<file path="config.mk">
export PLATFORM = sky130hd
export DESIGN_NAME = sync_fifo_param
export DESIGN_NICKNAME = d
export VERILOG_FILES = /design/src/rtl/fifo_pkg.sv /design/src/rtl/fifo_ram.sv /design/src/rtl/sync_fifo_param.sv
export SDC_FILE = /design/constraint.sdc
export NUM_CORES = 1
export LEC_CHECK = 0
export CORE_MARGIN = 1
export CORE_UTILIZATION = 55
export CTS_BUF_LIST = sky130_fd_sc_hd__clkbuf_8
export CTS_CLUSTER_DIAMETER = 60
export DETAILED_ROUTE_END_ITERATION = 8
export PLACE_DENSITY = 0.85
export SKIP_LAST_GASP = 1
export SLEW_MARGIN = 20
export SYNTH_ARGS = -nofsm -noshare
export SYNTH_HDL_FRONTEND = slang
export SYNTH_SLANG_ARGS = --single-unit
export TNS_END_PERCENT = 100
</file>
<file path="constraint.sdc">
create_clock -name clk -period 3.2 [get_ports clk]
set_clock_uncertainty 0.15 [all_clocks]
set_input_delay 0.48 -clock clk [delete_from_list [all_inputs] [get_ports clk]]
set_output_delay 0.48 -clock clk [all_outputs]
set_load 0.02 [all_outputs]
</file>
<file path="src/rtl/fifo_pkg.sv">
// Shared helpers and types for the parametrised sync FIFO.
package fifo_pkg;

   typedef enum logic [1:0] {ERR_NONE, ERR_OVF, ERR_UNF} err_cause_e;

   function automatic int clog2_f(input int n);
      return (n <= 2) ? 1 : $clog2(n);
   endfunction

   function automatic bit is_pow2(input int n);
      return (n > 0) && ((n & (n - 1)) == 0);
   endfunction

endpackage

</file>
<file path="src/rtl/fifo_ram.sv">
// Simple dual-port RAM, synchronous write, registered read with resettable output.
// With FIFO_SUM_EN an extra asynchronous peek port exposes the word at raddr.
module fifo_ram #(
   parameter int WIDTH = 8,
   parameter int DEPTH = 16,
   parameter int AW    = 4
) (
   input  logic             clk,
   input  logic             reset_n,
   input  logic             we,
   input  logic [AW-1:0]    waddr,
   input  logic [WIDTH-1:0] wdata,
   input  logic             re,
   input  logic [AW-1:0]    raddr,
   output logic [WIDTH-1:0] rdata
`ifdef FIFO_SUM_EN
   ,
   output logic [WIDTH-1:0] peek
`endif
);

   logic [WIDTH-1:0] mem [DEPTH];

   // Storage is deliberately not reset.
   always_ff @(posedge clk) begin
      if (we) mem[waddr] <= wdata;
   end

   always_ff @(posedge clk) begin
      if (!reset_n)  rdata <= '0;
      else if (re)   rdata <= mem[raddr];
   end

`ifdef FIFO_SUM_EN
   assign peek = mem[raddr];
`endif

endmodule

</file>
<file path="src/rtl/sync_fifo_param.sv">
// Single-clock parametrised FIFO with occupancy flags, sticky errors and flush.
// Define FIFO_SUM_EN to build the running sum of stored entries; otherwise sum is 0.
module sync_fifo_param import fifo_pkg::*; #(
   parameter  int WIDTH     = 8,
   parameter  int DEPTH     = 16,
   localparam int AW        = clog2_f(DEPTH),
   parameter  int AF_THRESH = DEPTH - 2,
   parameter  int AE_THRESH = 2
) (
   input  logic              clk,
   input  logic              reset_n,
   input  logic              flush,
   input  logic              wr,
   input  logic [WIDTH-1:0]  data_in,
   input  logic              rd,
   input  logic              clr_err,
   output logic [WIDTH-1:0]  data_out,
   output logic              dout_valid,
   output logic              empty,
   output logic              full,
   output logic              almost_full,
   output logic              almost_empty,
   output logic [AW:0]       count,
   output logic              overflow,
   output logic              underflow,
   output logic [WIDTH+AW-1:0] sum
);

   generate
      if (!is_pow2(DEPTH) || !(AE_THRESH < AF_THRESH && AF_THRESH <= DEPTH)) begin : g_bad_cfg
         $error("sync_fifo_param: DEPTH must be a power of 2 and AE_THRESH < AF_THRESH <= DEPTH");
      end
   endgenerate

   localparam logic [AW:0] DEPTH_C = (AW+1)'(DEPTH);
   localparam logic [AW:0] AF_C    = (AW+1)'(AF_THRESH);
   localparam logic [AW:0] AE_C    = (AW+1)'(AE_THRESH);

   logic [AW:0] waddr, raddr;
   logic        rd_acc, wr_acc, we, re, ovf_set, unf_set;

   assign empty        = (count == '0);
   assign full         = (count == DEPTH_C);
   assign almost_full  = (count >= AF_C);
   assign almost_empty = (count <= AE_C);

   // A read frees a slot this cycle, so a full FIFO can still take a write.
   assign rd_acc  = rd & ~empty;
   assign wr_acc  = wr & (~full | rd_acc);
   assign we      = wr_acc & ~flush;
   assign re      = rd_acc & ~flush;
   assign ovf_set = wr & ~wr_acc;
   assign unf_set = rd & ~rd_acc;

   always_ff @(posedge clk) begin
      if (!reset_n || flush) begin
         waddr <= '0;
         raddr <= '0;
         count <= '0;
      end else begin
         if (we) waddr <= waddr + 1'b1;
         if (re) raddr <= raddr + 1'b1;
         unique case ({we, re})
            2'b10:   count <= count + 1'b1;
            2'b01:   count <= count - 1'b1;
            default: count <= count;
         endcase
      end
   end

   always_ff @(posedge clk) begin
      if (!reset_n || flush) dout_valid <= 1'b0;
      else                   dout_valid <= re;
   end

   // A fresh error in the same cycle beats clr_err; flush leaves flags alone.
   always_ff @(posedge clk) begin
      if (!reset_n) begin
         overflow  <= 1'b0;
         underflow <= 1'b0;
      end else if (!flush) begin
         overflow  <= ovf_set | (overflow  & ~clr_err);
         underflow <= unf_set | (underflow & ~clr_err);
      end
   end

`ifdef FIFO_SUM_EN
   logic [WIDTH-1:0]    peek;
   logic [WIDTH+AW-1:0] sum_q, add_v, sub_v;

   assign add_v = we ? {{AW{1'b0}}, data_in} : '0;
   assign sub_v = re ? {{AW{1'b0}}, peek}    : '0;

   always_ff @(posedge clk) begin
      if (!reset_n || flush) sum_q <= '0;
      else                   sum_q <= sum_q + add_v - sub_v;
   end

   assign sum = sum_q;
`else
   assign sum = '0;
`endif

   fifo_ram #(
      .WIDTH (WIDTH),
      .DEPTH (DEPTH),
      .AW    (AW)
   ) u_ram (
      .clk     (clk),
      .reset_n (reset_n),
      .we      (we),
      .waddr   (waddr[AW-1:0]),
      .wdata   (data_in),
      .re      (re),
      .raddr   (raddr[AW-1:0]),
      .rdata   (data_out)
`ifdef FIFO_SUM_EN
      ,
      .peek    (peek)
`endif
   );

endmodule

</file>
---- After elaboration in Yosys (flattened, before gate mapping) ----
Memories as Yosys holds them, arrays and structs flattened. A register that Yosys moved wholly into a read port is not among the register bits.
Index checks and enable logic that the tools add are counted.
word-level totals
  register bits ........................... 18
  latch bits .............................. 0
  memory bits (writable) .................. 128
  memory bits (read-only) ................. 0
  bits of input ports ..................... 14
  output and inout bits ................... 32
  logic and storage cells ................. 41
  memories ................................ 1
cells by class
  add/sub/neg operators ................... 4
  $mul .................................... 0
  divide/modulo/power cells ............... 0
  $lt $le $gt $ge ......................... 2
  equal/unequal tests ..................... 3
  shift-type cells ........................ 0
  muxes and demuxes ....................... 3
  bitwise operators ....................... 17
  reduce and logical (&&, ||, !) cells .... 5
memories
  name       depth  width  rd ports  clocked after memory_dff  write ports  line            text
  u_ram.mem  16     8      1         1                         1            fifo_ram.sv:22  logic [WIDTH-1:0] mem [DEPTH];
operators by type and width
  operator             count
  $add 5x1->5 const B  3
  $pmux 5 s2           1
  $and 1x1->1          8
  $not 1->1            6
  $eq 5x5->1 const B   1
  $ge 5x4->1 const B   1
  $le 5x2->1 const B   1
  $logic_not 5->1      1
  $sub 5x1->5 const B  1
  $or 1x1->1           3
  $eq 2x1->1 const B   1
  $eq 2x2->1 const B   1
  $logic_not 1->1      2
  $mux 1               2
  $reduce_bool 2->1    1
  $logic_or 1x1->1     1

---- Logic depth before layout (Yosys ltp) ----
Gate-level depths: netlist of run 1.
  depth in word-level cells ............... 8
  gate-level depth with buffers ........... 11
  mapped depth without buffers ............ 9

---- Modules after synthesis ----
A second synthesis of run 1 with hierarchy kept.
unflattened totals
  cells, all modules ...................... 430
  area, all modules ....................... 6318.6 um^2
modules (own cells, without submodules)
  module           instances  cells each  area an instance (um^2)  sequential area each (um^2)
  fifo_ram         1          318         5351.4                   4003.8
  sync_fifo_param  1          112         967.2                    320.3

---- Worst setup path before layout of run 1 ----
No wires, ideal clock.
  path type ............................... register to register
  start ................................... register count[0]
  end ..................................... register count[4]
  library setup time ...................... 0.072 ns
  arrival ................................. 2.845 ns
  required time ........................... 2.978 ns
  path slack .............................. 0.134 ns
  cell stages (with the launch flop) ...... 11
  path buffers ............................ 2
  period minus slack after synthesis ...... 3.066 ns
  cell sequence ........................... dfxtp_1 -> or4_1 -> buf_2 -> o21a_1 -> buf_2 -> ha_1 -> fa_1 -> a21o_1 -> a21oi_1 -> mux2i_1 -> mux2i_1
on the way
  elaborated cells between the ends (all ways) .. 15
  classes of those cells .................. add/sub (2); eq/ne (3); mux (1); bitwise (7); reduce/logical (2)
RTL lines
  element                                          line                   text
  start: declaration                               sync_fifo_param.sv:23  output logic [AW:0] count,
  start signal: assignment                         sync_fifo_param.sv:64  2'b10: count <= count + 1'b1;
  start signal: assignment                         sync_fifo_param.sv:65  2'b01: count <= count - 1'b1;
  start signal: assignment                         sync_fifo_param.sv:66  default: count <= count;
  $logic_not 5->1 (*)                              sync_fifo_param.sv:42  assign empty = (count == '0);
  $not 1->1 (*)                                    sync_fifo_param.sv:48  assign rd_acc = rd & ~empty;
  $and 1x1->1 (*)                                  sync_fifo_param.sv:48
  $and 1x1->1 (*)                                  sync_fifo_param.sv:51  assign re = rd_acc & ~flush;
  net re                                           sync_fifo_param.sv:40  logic rd_acc, wr_acc, we, re, ovf_set, unf_set;
  $eq 2x1->1 or $eq 2x2->1 (tied branches)         sync_fifo_param.sv:63  unique case ({we, re})
  $pmux 5 s2 or $reduce_bool 2->1 (tied branches)  --
The timed path passes the listed nets; every way through them passes the cells marked *.
A chain may end at the register's enable or synchronous reset.

---- Worst setup path after layout of run 1 ----
  start ................................... register count[2]
  end ..................................... register count[4]
on the way
  cells in the longest elaborated chain, start to end .. 8
  elaborated cells between the ends (all ways) .. 15
  classes of those cells .................. add/sub (2); eq/ne (3); mux (1); bitwise (7); reduce/logical (2)
RTL lines
  element                                          line                   text
  $logic_not 5->1                                  sync_fifo_param.sv:42
  $not 1->1                                        sync_fifo_param.sv:48
  $and 1x1->1                                      sync_fifo_param.sv:48
  $or 1x1->1                                       sync_fifo_param.sv:49  assign wr_acc = wr & (~full | rd_acc);
  $and 1x1->1                                      sync_fifo_param.sv:49
  $and 1x1->1                                      sync_fifo_param.sv:50  assign we = wr_acc & ~flush;
  $eq 2x1->1 or $eq 2x2->1 (tied branches)         sync_fifo_param.sv:63
  $pmux 5 s2 or $reduce_bool 2->1 (tied branches)  --
Several ways; a longest one is shown, not always the timed one.

==> flow_summary_export.csv, run 1 <==
group,metric,value,unit
logic_synthesis,synth.avg_cell_area,15.0,sq um
grt,grt_overflow,0,
worst_setup_path,start_kind,"flip-flop",
die,start_util,0.569,
logic_synthesis,synthTopCellsByArea,"edfxtp_1 62%, mux2i_1 11%, dfxtp_1 7.7%",
sta,setup_violations,0,
worst_setup_path,worstPathCellList,"or4_1 > o21a_1 > ha_1 > fa_1 > a21o_1 > a21oi_1 > mux2i_1 > mux2i_1",
routing,drt-pass1-iter-count,5,
pwr,irDropWorstVdd,346,uV
grt,grt_pass1_vias,3547,
worst_hold_path,hold_path.class,"flip-flop to flip-flop",
clock_tree,cts_resized,0,
sta,slew_headroom,0.548,
worst_hold_path,whs_endpoint,"overflow",
logic_synthesis,ys_ff_latch,152,
clock_tree,numCtsBuffers,17,
grt,grt_util_met2,0.381,
sta,post-route-period-util,0.957,
clock_tree,cts_tree,"yes",
routing,drt-wirelength-per-cell,20.8,microns
routing,drc,0,
sta,max_freq,326,MHz
logic_synthesis,synth_cell_types,40,
clock_tree,cts_setup_buffers,0,
grt,grt_pass1_wl,19.7,mm
grt,antenna_found_initial,0,
logic_synthesis,yosysSeqAreaShare,0.695,
job,maxCapViolations,0,
pwr,switching_share,0.220,
logic_synthesis,yosys_warnings,0,
logic_synthesis,syn_area,6220,sq um
logic_synthesis,yosysTopAreaCell,"edfxtp_1",
clock_tree,clockRootBuffer,"clkbuf_8",
sta,worst_pin_slew,676,ps
die,die_x,108,microns
logic_synthesis,synth_common_cells,"128 x edfxtp_1, 70 x mux2i_1, 32 x o22ai_1",
pwr,combPwrFrac,0.035,
layout,diodes,0,
sta,grt_setup_unrepaired,"no",
pwr,clockPowerShare,0.371,
worst_setup_path,cp_max_fo,7,
worst_setup_path,criticalPathCategory,"flip-flop to flip-flop",
clock_tree,clkTransAtPathRegs,80,ps
worst_hold_path,min-delay-start,"overflow",
logic_synthesis,syn_inst,415,
clock_tree,cts_num_sinks,152,
logic_synthesis,synth.most_common_cell,"edfxtp_1",
worst_setup_path,crit_top_cell,"mux2i_1",
sta,hold_violations,0,
clock_tree,clk_latency,450,ps
worst_setup_path,critPathTopFamily,"adder cells",
outcome,status,"completed",
grt,top_usage_layer,"met2",
routing,routed_wirelength,12.9,mm
sta,fin_crit,3060,ps
die,core_area,10900,sq um
worst_setup_path,regToRegEndpoint,"count[4]",
placed_design,hpwlAfterDp,8.46,mm
worst_setup_path,cpPeakStageDelay,660,ps
grt,grt_usage,0.240,
pwr,power.density,510,nW/um^2
grt,grt_max_degree,37,
pwr,power_switching,0.798,mW
logic_synthesis,synth_edf_count,128,
clock_tree,cts-hold-fix-buffers,0,
worst_setup_path,cp_slowest_cell,"or4_1",
clock_tree,cts_htree_levels,4,
logic_synthesis,ys.flop_type,"edfxtp_1",
die,die_h,108,microns
routing,vias,3669,
pwr,seq_power_share,0.594,
logic_synthesis,synthArstFlopShare,0,
layout,fillCellCount,732,
sta,finalMaxSlewViolations,0,
worst_setup_path,cp_num_buf_inv,0,
clock_tree,clock_path_buffers,2,
pwr,p_int,2.83,mW
grt,use_met1,0.324,
pwr,p_leak,2.32,nW
logic_synthesis,synth_top_area_frac,0.618,
routing,drt-vias-per-instance,5.93,
placed_design,portBuffers,33,
sta,hold_slack,393,ps
worst_hold_path,whs_path_depth,2,
layout,synthToLayoutAreaGrowth,14.6,%
worst_setup_path,r2r_cells,8,
worst_setup_path,required,3430,ps
grt,grtUsageMet3,0.0518,
layout,multiInputGateArea,1720,sq um
layout,seq_area,4330,sq um
die,dieArea,11700,sq um
routing,first_iter_violations,357,
worst_setup_path,end_kind,"flip-flop",
die,ios,46,
sta,tns,0,ps
worst_setup_path,reg2reg_from,"count[2]",
layout,drive_gt1_frac,0.125,
worst_setup_path,r2r_slack,140,ps
placed_design,routabilityCongestion,0.845,
worst_setup_path,worstPathArrival,3300,ps
die,rows,38,
routing,ant_nets,0,
layout,nNetsFinal,490,
==> state kept, by name, summed over array words and instances, names as in the netlist <==
register     cells
count            5
dout_valid       1
overflow         1
raddr            4
u_ram.mem      128
u_ram.rdata      8
underflow        1
waddr            4
==> layout make-up <==
cell class / count / area share
Clock inverter: 14 / 0.0172
Clock buffer: 18 / 0.0348
Tap cell: 140 / 0.0246
Multi-Input combinational cell: 234 / 0.241
Timing Repair Buffer: 57 / 0.0734
Sequential cell: 152 / 0.607
Inverter: 4 / 0.00211
==> worst max path at each step <==
| stage | from | end | depth (start not counted) |
|---|---|---|---|
| global route | count[2] | count[4] | 9 |
| detailed placement | flush | count[4] | 10 |
| CTS | count[2] | count[4] | 8 |
| global placement | flush | count[4] | 10 |
| floorplan | count[0] | count[4] | 10 |
| finish | count[2] | count[4] | 8 |
==> power by group through the flow <==
stage / sequential [mW] / clock [mW] / combinational (mW)
after detailed placement: 2.20 / 0 / 0.127
after CTS: 2.16 / 1.36 / 0.128
after floorplan: 2.21 / 0 / 0.0638
final: 2.16 / 1.35 / 0.129
after global placement: 2.20 / 0 / 0.122
after global routing: 2.16 / 1.45 / 0.138
==> layout by cell type (no fill, tap or decap), drive strengths merged, types with 2 or more instances in the layout <==
master | Yosys | routed
o22ai | 32 | 32
nand2 | 9 | 9
ha | 9 | 9
nand3 | 3 | 3
mux2i | 70 | 70
dfxtp | 24 | 24
clkdlybuf4s50 | 0 | 33
conb | 1 | 12
clkbuf | 7 | 18
xor2 | 5 | 5
a21o | 2 | 2
nor4 | 8 | 8
o21ai | 8 | 8
clkinv | 0 | 6
a21oi | 11 | 11
o211ai | 2 | 2
nor2b | 5 | 5
nor2 | 26 | 26
nand3b | 4 | 4
xnor2 | 3 | 3
edfxtp | 128 | 128
or3b | 3 | 3
nand2b | 5 | 5
nor3 | 4 | 4
buf | 29 | 24
inv | 4 | 10
==> logic make-up after synthesis <==
logic type,share of synthesized area
AND/OR/NAND/NOR,0.0592
AO/OA/AOI/OAI,0.0642
flip-flops,0.695
other,0.000603
buffers and inverters,0.0354
adder cells (fa/ha/maj),0.0213
XOR/XNOR,0.0113
multiplexers,0.113
==> layer usage <==
metal,part of all wire,vias to the layer above,routed length [microns]
li1,-,1669,-
met1,0.41,1798,5280
met2,0.50,171,6400
met3,0.070,31,897
met4,0.023,0,291
met5,0,-,0
==> worst min-delay path, cell delays in order, from the launching register on <==
cell,delay (ps)
dfxtp_1,320
nand2_1,70
a21boi_0,100
==> stage by stage <==
step | cells | area [sq um] | power, mW | setup slack, ps | util
2_1_floorplan | 426 | 6260 | 2.27 | 134 | -
3_3_place_gp | 587 | 6760 | 2.32 | 230 | 0.618
3_5_place_dp | 587 | 6760 | 2.33 | 85.0 | 0.618
4_1_cts | 619 | 7130 | 3.64 | 157 | 0.652
5_1_grt | 619 | 7130 | 3.74 | 23.5 | 0.652
6_report | 619 | 7130 | 3.63 | 136 | 0.652
Power figures use the tool's default switching activity.
==> run 2, diff against run 1 <==
--- a/config.mk
+++ b/config.mk
@@ -5,6 +5,7 @@
 export SDC_FILE = /design/constraint.sdc
 export NUM_CORES = 1
 export LEC_CHECK = 0
+export CORE_ASPECT_RATIO = 1.5
 export CORE_MARGIN = 1
 export CORE_UTILIZATION = 55
 export CTS_BUF_LIST = sky130_fd_sc_hd__clkbuf_8
==> run 2 against run 1 <==
Against the previous run:
- non-clock buffer count up 1
- maximum frequency about the same
- power grew 0.91%
- highest routed layer unchanged
- global-route usage rose by 0.29 points
- die area barely moved
- largest cell class unchanged
- critical path depth unchanged
- register-to-register slack about the same
- sequential share of layout area decreased by 0.11 points
- hold slack got worse by 65 ps
- via count shrank 0.38%
- setup slack worse by 0.76 ps
==> flow_summary_export.csv, run 2 (synthesis results as in run 1) <==
group,metric,value,unit
outcome,status,"completed",
die,rows,47,
layout,multiInputGateArea,1720,sq um
routing,ant_nets,0,
layout,drive_gt1_frac,0.115,
worst_hold_path,whs_endpoint,"overflow",
grt,grt_pass1_wl,19.9,mm
worst_setup_path,worstPathArrival,3290,ps
pwr,p_leak,2.34,nW
grt,grt_pass1_vias,3689,
worst_setup_path,crit_top_cell,"mux2i_1",
worst_setup_path,start_kind,"flip-flop",
placed_design,placed_cell_area,6760,sq um
worst_setup_path,end_kind,"flip-flop",
layout,largest_register_ffs,128,
layout,nNetsFinal,491,
grt,grt_usage,0.243,
sta,max_freq,326,MHz
layout,final_common_cell,"edfxtp_1",
die,ios,46,
layout,final_design_area_no_fill,7140,sq um
routing,drc,0,
placed_design,hpwlAfterDp,8.60,mm
layout,final_cell_mix,"128 x edfxtp_1, 70 x mux2i_1, 33 x clkdlybuf4s50_1, 32 x o22ai_1, 26 x nor2_1",
routing,first_iter_violations,317,
worst_setup_path,r2r_slack,140,ps
worst_setup_path,cp_slowest_cell,"or4_1",
sta,slew_headroom,0.554,
pwr,irDropWorstVdd,311,uV
layout,regMostFlops,"u_ram.mem",
layout,fillCellCount,779,
worst_setup_path,cpPeakStageDelay,680,ps
layout,seq_area,4330,sq um
pwr,fin_total_pwr,3.67,mW
placed_design,routabilityCongestion,0.772,
layout,largestRegisters,"u_ram.mem x128, u_ram.rdata x8, count x5",
sta,fin_crit,3060,ps
worst_setup_path,required,3420,ps
layout,synthToLayoutAreaGrowth,14.8,%
grt,grt_overflow,0,
die,dieArea,11700,sq um
routing,vias,3655,
layout,utilization,0.649,
sta,post-route-period-util,0.958,
worst_setup_path,criticalPathCategory,"flip-flop to flip-flop",
worst_hold_path,hold_path.class,"flip-flop to flip-flop",
die,die_h,132,microns
clock_tree,cts_htree_levels,4,
layout,finalNonFillerCells,627,
sta,hold_violations,0,
sta,tns,0,ps
layout,diodes,0,
routing,drt-pass1-iter-count,5,
grt,antenna_found_initial,0,
clock_tree,cts_tree,"yes",
placed_design,portBuffers,33,
worst_setup_path,r2r_cells,8,
routing,drt-vias-per-instance,5.83,
clock_tree,clock_path_buffers,2,
worst_setup_path,worstPathCellList,"or4_1 > o21a_1 > ha_1 > fa_1 > a21o_1 > a21oi_1 > mux2i_1 > mux2i_1",
placed_design,dp_cells,595,
clock_tree,numCtsBuffers,17,
routing,routed_wirelength,12.9,mm
worst_setup_path,reg2reg_from,"count[0]",
worst_setup_path,regToRegEndpoint,"count[4]",
worst_hold_path,whs_path_depth,2,
clock_tree,cts_setup_buffers,0,
routing,drt-wirelength-per-cell,20.5,microns
worst_setup_path,cp_max_fo,7,
clock_tree,clk_latency,450,ps
clock_tree,cts-hold-fix-buffers,0,
sta,setup_violations,0,
job,maxCapViolations,0,
grt,grt_max_degree,37,
clock_tree,clkTransAtPathRegs,80,ps
clock_tree,cts_resized,0,
sta,worst_pin_slew,667,ps
die,die_x,88.8,microns
sta,finalMaxSlewViolations,0,
clock_tree,cts_num_sinks,152,
worst_hold_path,min-delay-start,"overflow",
clock_tree,clockRootBuffer,"clkbuf_8",
sta,grt_setup_unrepaired,"no",
pwr,power.density,513,nW/um^2
die,core_area,11000,sq um
die,start_util,0.565,
-- run 2: how the worst max path moves through the flow --
stage                        start  endpoint  slack [ps]  cells after the start
after floorplan           count[0]  count[4]         130                     10
after global placement       flush  count[4]         240                     10
after detailed placement     flush  count[4]           3                     10
after CTS                 count[0]  count[4]         130                      8
after global routing      count[2]  count[4]          50                      9
final                     count[0]  count[4]         140                      8
-- run 2: through the flow --
stage                     hold slack [ps]  setup WS (ps)
final                                 328            136
after global routing                  352           47.3
after CTS                             331            127
after detailed placement              313           3.01
after global placement                314            238
after floorplan                       383            134
-- run 2: critical path, delay by kind of cell (launching register included) --
| kind | cells | cell delay [ps] |
|---|---|---|
| flip-flops | 1 | 320 |
| AND/OR/NAND/NOR | 1 | 680 |
| adder cells (fa/ha/maj) | 2 | 730 |
| AO/OA/AOI/OAI | 3 | 650 |
| multiplexers | 2 | 450 |
-- run 2: where the power goes --
part / leakage (nW) / switching, mW / internal [mW]
logic: 0.778 / 0.0862 / 0.0431
registers: 1.35 / 0.00528 / 2.15
clock network: 0.210 / 0.633 / 0.745
total: 2.34 / 0.725 / 2.94
-- run 2: final cells by class --
cell class / count / area share
clock buffer: 17 / 0.0328
tap: 147 / 0.0258
timing repair buffer: 58 / 0.0726
multi-input combinational: 234 / 0.240
clock inverter: 15 / 0.0203
sequential: 152 / 0.606
inverter: 4 / 0.00210
-- run 2: metal layers --
layer	track usage	up-vias	wire (microns)
li1	-	1668	-
met1	0.269	1799	4680
met2	0.413	157	6930
met3	0.0645	31	692
met4	0.136	0	573
met5	0	-	0
